===== src/rtl/writeback_stage.sv =====
// Writeback stage: retires ALU, link and load results into the register file.
// Loads wait for a data-memory response and then get lane extraction and alignment checks.
module writeback_stage (
    input  logic        clk,
    input  logic        rst,
    input  logic        in_valid,
    output logic        in_ready,
    input  logic        in_reg_write,
    input  logic [4:0]  in_rd_addr,
    input  logic [1:0]  in_wb_sel,
    input  logic [31:0] in_alu_result,
    input  logic [31:0] in_pc_plus4,
    input  logic [2:0]  in_funct3,
    input  logic        flush,
    input  logic        dmem_rvalid,
    input  logic [31:0] dmem_rdata,
    output logic        rf_we,
    output logic [4:0]  rf_rd_addr,
    output logic [31:0] rf_rd_data,
    output logic        load_fault,
    output logic [31:0] retire_count
);

    typedef enum logic [1:0] {IDLE, WAIT_LOAD, DRAIN} state_t;

    state_t      state_reg, state_next;
    logic        rf_we_reg;
    logic [4:0]  rf_rd_addr_reg;
    logic [31:0] rf_rd_data_reg;
    logic        load_fault_reg;
    logic [31:0] retire_count_reg;

    logic        ld_we_reg;
    logic [4:0]  ld_rd_reg;
    logic [2:0]  ld_funct3_reg;
    logic [1:0]  ld_off_reg;

    logic        accept;
    logic        is_load;
    logic        load_done;
    logic        ld_fault;
    logic [7:0]  ld_byte;
    logic [15:0] ld_half;
    logic [31:0] ld_value;

    assign in_ready     = (state_reg == IDLE);
    assign accept       = in_valid && in_ready && !flush;
    assign is_load      = (in_wb_sel == 2'b01);
    assign load_done    = (state_reg == WAIT_LOAD) && dmem_rvalid && !flush;

    assign rf_we        = rf_we_reg;
    assign rf_rd_addr   = rf_rd_addr_reg;
    assign rf_rd_data   = rf_rd_data_reg;
    assign load_fault   = load_fault_reg;
    assign retire_count = retire_count_reg;

    always_comb begin
        state_next = state_reg;
        case (state_reg)
            IDLE:      if (accept && is_load) state_next = WAIT_LOAD;
            WAIT_LOAD: begin
                // A flush racing the response drops it and needs no drain.
                if (flush)
                    state_next = dmem_rvalid ? IDLE : DRAIN;
                else if (dmem_rvalid)
                    state_next = IDLE;
            end
            DRAIN:     if (dmem_rvalid) state_next = IDLE;
            default:   state_next = IDLE;
        endcase
    end

    always_comb begin
        ld_byte  = dmem_rdata[8*ld_off_reg +: 8];
        ld_half  = ld_off_reg[1] ? dmem_rdata[31:16] : dmem_rdata[15:0];
        ld_value = 32'd0;
        ld_fault = 1'b0;
        case (ld_funct3_reg)
            3'b000:  ld_value = {{24{ld_byte[7]}}, ld_byte};
            3'b100:  ld_value = {24'd0, ld_byte};
            3'b001: begin
                ld_value = {{16{ld_half[15]}}, ld_half};
                ld_fault = ld_off_reg[0];
            end
            3'b101: begin
                ld_value = {16'd0, ld_half};
                ld_fault = ld_off_reg[0];
            end
            3'b010: begin
                ld_value = dmem_rdata;
                ld_fault = (ld_off_reg != 2'b00);
            end
            default: ld_fault = 1'b1;
        endcase
    end

    always_ff @(posedge clk or posedge rst) begin
        if (rst) begin
            state_reg        <= IDLE;
            rf_we_reg        <= 1'b0;
            rf_rd_addr_reg   <= 5'd0;
            rf_rd_data_reg   <= 32'd0;
            load_fault_reg   <= 1'b0;
            retire_count_reg <= 32'd0;
            ld_we_reg        <= 1'b0;
            ld_rd_reg        <= 5'd0;
            ld_funct3_reg    <= 3'd0;
            ld_off_reg       <= 2'd0;
        end else begin
            state_reg      <= state_next;
            rf_we_reg      <= 1'b0;
            load_fault_reg <= 1'b0;
            if (accept) begin
                if (is_load) begin
                    ld_we_reg     <= in_reg_write;
                    ld_rd_reg     <= in_rd_addr;
                    ld_funct3_reg <= in_funct3;
                    ld_off_reg    <= in_alu_result[1:0];
                end else begin
                    // Writes to x0 or non-writing ops still retire; outputs hold otherwise.
                    if (in_reg_write && in_rd_addr != 5'd0) begin
                        rf_we_reg      <= 1'b1;
                        rf_rd_addr_reg <= in_rd_addr;
                        rf_rd_data_reg <= (in_wb_sel == 2'b10) ? in_pc_plus4 : in_alu_result;
                    end
                    retire_count_reg <= retire_count_reg + 32'd1;
                end
            end
            if (load_done) begin
                if (ld_fault) begin
                    load_fault_reg <= 1'b1;
                end else begin
                    if (ld_we_reg && ld_rd_reg != 5'd0) begin
                        rf_we_reg      <= 1'b1;
                        rf_rd_addr_reg <= ld_rd_reg;
                        rf_rd_data_reg <= ld_value;
                    end
                    retire_count_reg <= retire_count_reg + 32'd1;
                end
            end
        end
    end

endmodule


===== config.mk =====
export PLATFORM = sky130hd
export DESIGN_NAME = writeback_stage
export DESIGN_NICKNAME = d
export VERILOG_FILES = /design/src/rtl/writeback_stage.sv
export SDC_FILE = /design/constraint.sdc
export NUM_CORES = 1
export LEC_CHECK = 0
export ABC_AREA = 1
export BUFFER_PORTS_ARGS = -buffer_cell sky130_fd_sc_hd__buf_2
export CAP_MARGIN = 15
export CORE_MARGIN = 2
export CORE_UTILIZATION = 40
export CTS_CLUSTER_SIZE = 28
export DETAILED_ROUTE_END_ITERATION = 7
export GPL_TIMING_DRIVEN = 1
export PLACE_DENSITY = 0.72
export SYNTH_ARGS = -nofsm -noshare
export SYNTH_HDL_FRONTEND = slang
export SYNTH_SLANG_ARGS = --single-unit
export TNS_END_PERCENT = 1

===== constraint.sdc =====
create_clock -name clk -period 3.6 [get_ports clk]
set_clock_uncertainty 0.1 [all_clocks]
set_input_delay 0 -clock clk [delete_from_list [all_inputs] [get_ports clk]]
set_output_delay 0 -clock clk [all_outputs]
set_load 0.02 [all_outputs]

==> flow_metrics.py <==
metrics = {
    "status": {
        "status": "finished clean",
    },
    "power": {
        "sw_frac_of_total": 0.364,
        "p_sw_uw": 1140,
        "p_leak_uw": 0.00386,
        "pwr-share-seq": 0.392,
        "intPower_uw": 2000,
        "pwr-share-clk": 0.285,
        "peakVddDrop_uv": 286,
        "cellPowerDensity_nw_per_um2": 437,
        "combPwrFrac": 0.323,
    },
    "synth": {
        "synth_largest_area_cell": "dfrtp_1",
        "syn_area_per_cell_um2": 7.07,
        "synthAdderAreaFrac": 0.00231,
        "netlist_top_cells_area": "dfrtp_1 (39%), nand2_1 (16%), inv_1 (6.2%), nor2_1 (5.7%), o21ai_0 (5.1%)",
        "synth_edf_count": 0,
        "synth_top_cells_by_count": "nand2_1 (229), inv_1 (90), dfrtp_1 (84)",
        "synth_cell_types": 44,
        "synth_cells": 766,
        "synthMuxAreaShare": 0.0166,
        "synth_fp_nets": 879,
        "yosysTopAreaCellShare": 0.388,
        "synth-simple-area-share": 0.331,
        "synth_xor_area_frac": 0.0340,
        "synth_top_family_by_area": "simple AND/OR/NAND/NOR gates",
        "synth_most_common_cell": "nand2_1",
        "ys_warn_count": 0,
        "syn-cell-area_um2": 5410,
        "ys_seq_elements": 84,
        "synth-seq-area-share": 0.388,
        "synth_async_sr_flop_share": 1.00,
        "synth_compound_area_frac": 0.123,
        "postSynth.topFlopCell": "dfrtp_1",
    },
    "setup_path": {
        "crit_arrival_ns": 3.20,
        "start_kind": "flip-flop",
        "worstPathCellList": "inv_2 > nor2_2 > nand2_1 > inv_2 > a21oi_4 > nand4_4 > buf_4 > nand3b_1 > nand2_1 > dlygate4sd3_1",
        "cp_slowest_stage_delay_ns": 0.57,
        "cp.depth": 10,
        "reg2reg_depth": 10,
        "worst_path_max_delay_cell": "dlygate4sd3_1",
        "cp_max_fo": 38,
        "path_buf_inv": 4,
        "path_class": "flip-flop to flip-flop",
        "critPathTopFamily": "buffers and inverters",
        "critPathRequiredTime_ns": 3.71,
        "r2r_setup_slack_ns": 0.51,
        "cp-end-kind": "flip-flop",
    },
    "cells_and_area": {
        "drive_above_1_share": 0.244,
        "area_growth_pct": 32.8,
        "final_cells": 1163,
        "antenna_cells": 0,
        "nets": 1095,
        "finalInstanceArea_um2": 7190,
    },
    "placement": {
        "place_hpwl_um": 11900,
        "place_inst": 1096,
        "io_buffers": 183,
        "pre_cts_ws_ns": 1.09,
        "place.gp.congestion": 0.965,
        "place_area_um2": 6370,
    },
    "timing": {
        "fin_ws_ns": 0.506,
        "final.setup.tns_ns": 0,
        "fmax_mhz": 323,
        "max_slew_margin": 0.537,
        "setup_violations": 0,
        "hold_violations": 0,
        "tightestPinTransition_ns": 0.693,
        "post-route-period-util": 0.859,
        "min_period_ns": 3.09,
        "slew_viol_final": 0,
        "rsz0062_at_grt": "no",
        "holdWs_ns": 0.00398,
    },
    "routing": {
        "drt_wl_total_um": 16500,
        "vias": 5760,
        "drc": 0,
        "vias_per_cell": 4.95,
        "wl_per_cell_um": 14.2,
        "drt-pass1-iter-count": 6,
        "ant_nets": 0,
        "drt_iter0_drc": 491,
    },
    "grt": {
        "grt_pass1_vias": 5544,
        "grt_pass1_wl_um": 27100,
        "grt_antenna_before_repair": 0,
        "grt-ovfl-total": 0,
        "grt_max_degree": 51,
        "grt_use_total": 0.234,
    },
    "clocking": {
        "cts_root_buf": "clkbuf_16",
        "hold_buffers": 50,
        "post_cts_resized": 0,
        "post_cts_buffers": 0,
        "cts_tree": "built",
        "cts_max_path_buffers": 2,
        "cts_buffers": 9,
        "clock_latency_ns": 0.33,
        "clkSlewWorstSetupHoldPaths_ns": 0.07,
        "cts.sinks": 84,
        "htree_levels": 3,
    },
    "floorplan": {
        "die_area_um2": 14500,
        "die_y_um": 120,
        "die_width_um": 120,
        "start_util": 0.409,
        "coreArea_um2": 13200,
        "rows": 42,
        "ioPinCount": 184,
    },
    "worst_hold_path": {
        "worstHoldPathCells": 5,
        "min_path_type": "input port to flip-flop",
    },
    "flow_run": {
        "cap_viol_max_count": 0,
    },
}
[tightest hold or removal path, cell delays in order]
cell      delay (ns)
buf_2           0.10
nand2_1         0.05
o211ai_1        0.12
nand2_1         0.07
nand2_1         0.06
[stage by stage]
stage | utilization | total power, uW
after floorplan | - | 1850
after global placement | 0.481 | 2170
after detailed placement | 0.481 | 2180
after CTS | 0.541 | 3150
after global routing | 0.543 | 3330
final | 0.543 | 3140
[cell families (layout without fill, tap and decap cells)]
kind of cell | Yosys count | in the layout
AND/OR/NAND/NOR | 405 | 405
buffers and inverters | 128 | 349
AO/OA/AOI/OAI | 119 | 119
flip-flops | 84 | 84
XOR/XNOR | 21 | 21
multiplexers | 8 | 8
adder cells (fa/ha/maj) | 1 | 1
[cell usage in the layout, fill, tap and decap left out, types with 8 or more instances in the layout]
cell	Yosys	final
nor2_1	82	82
nand2_1	229	229
nand3b_1	10	10
xnor2_1	8	8
o21ai_0	55	55
xor2_1	13	13
buf_2	10	183
mux2_2	8	8
nand3_1	44	44
o21ai_1	14	14
dfrtp_1	84	84
clkbuf_16	0	9
inv_1	90	89
a21oi_1	30	30
dlygate4sd3_1	0	50
nand4_1	13	13
[power groups by stage]
| stage | Clock (uW) | Combinational [uW] | Sequential (uW) |
|---|---|---|---|
| final | 894 | 1010 | 1230 |
| after floorplan | 0 | 466 | 1380 |
| after global routing | 950 | 1130 | 1260 |
| after detailed placement | 0 | 927 | 1250 |
| after CTS | 913 | 1010 | 1230 |
| after global placement | 0 | 924 | 1240 |
[area by class of cell]
| type | instances | area [um2] |
|---|---|---|
| flip-flops and latches | 84 | 2100 |
| inverters | 95 | 360 |
| clock buffers | 10 | 239 |
| clock inverters | 6 | 47.5 |
| well taps | 176 | 220 |
| fillers | 1361 | 6050 |
| multi-input cells | 554 | 2750 |
| repair buffers | 238 | 1470 |
[worst paths after layout]
check / from / end
hold reg to reg: retire_count[31] / retire_count[31]
setup / recovery: ld_funct3_reg[1] / rf_rd_data[11]
max in group asynchronous: rst / ld_rd_reg[1]
hold / removal: dmem_rdata[5] / rf_rd_data[5]
min in group asynchronous: rst / rf_rd_data[28]
setup reg to reg: ld_funct3_reg[1] / rf_rd_data[11]
[routing by layer]
layer  GRT usage  up-vias  wire length (um)
met3      0.0288       25               783
met2       0.397      175              7900
li1            -     2872                 -
met1       0.312     2688              7490
met4      0.0698        0               317
met5           0        -                 0
Note: power is estimated with default switching activity, not from simulation.
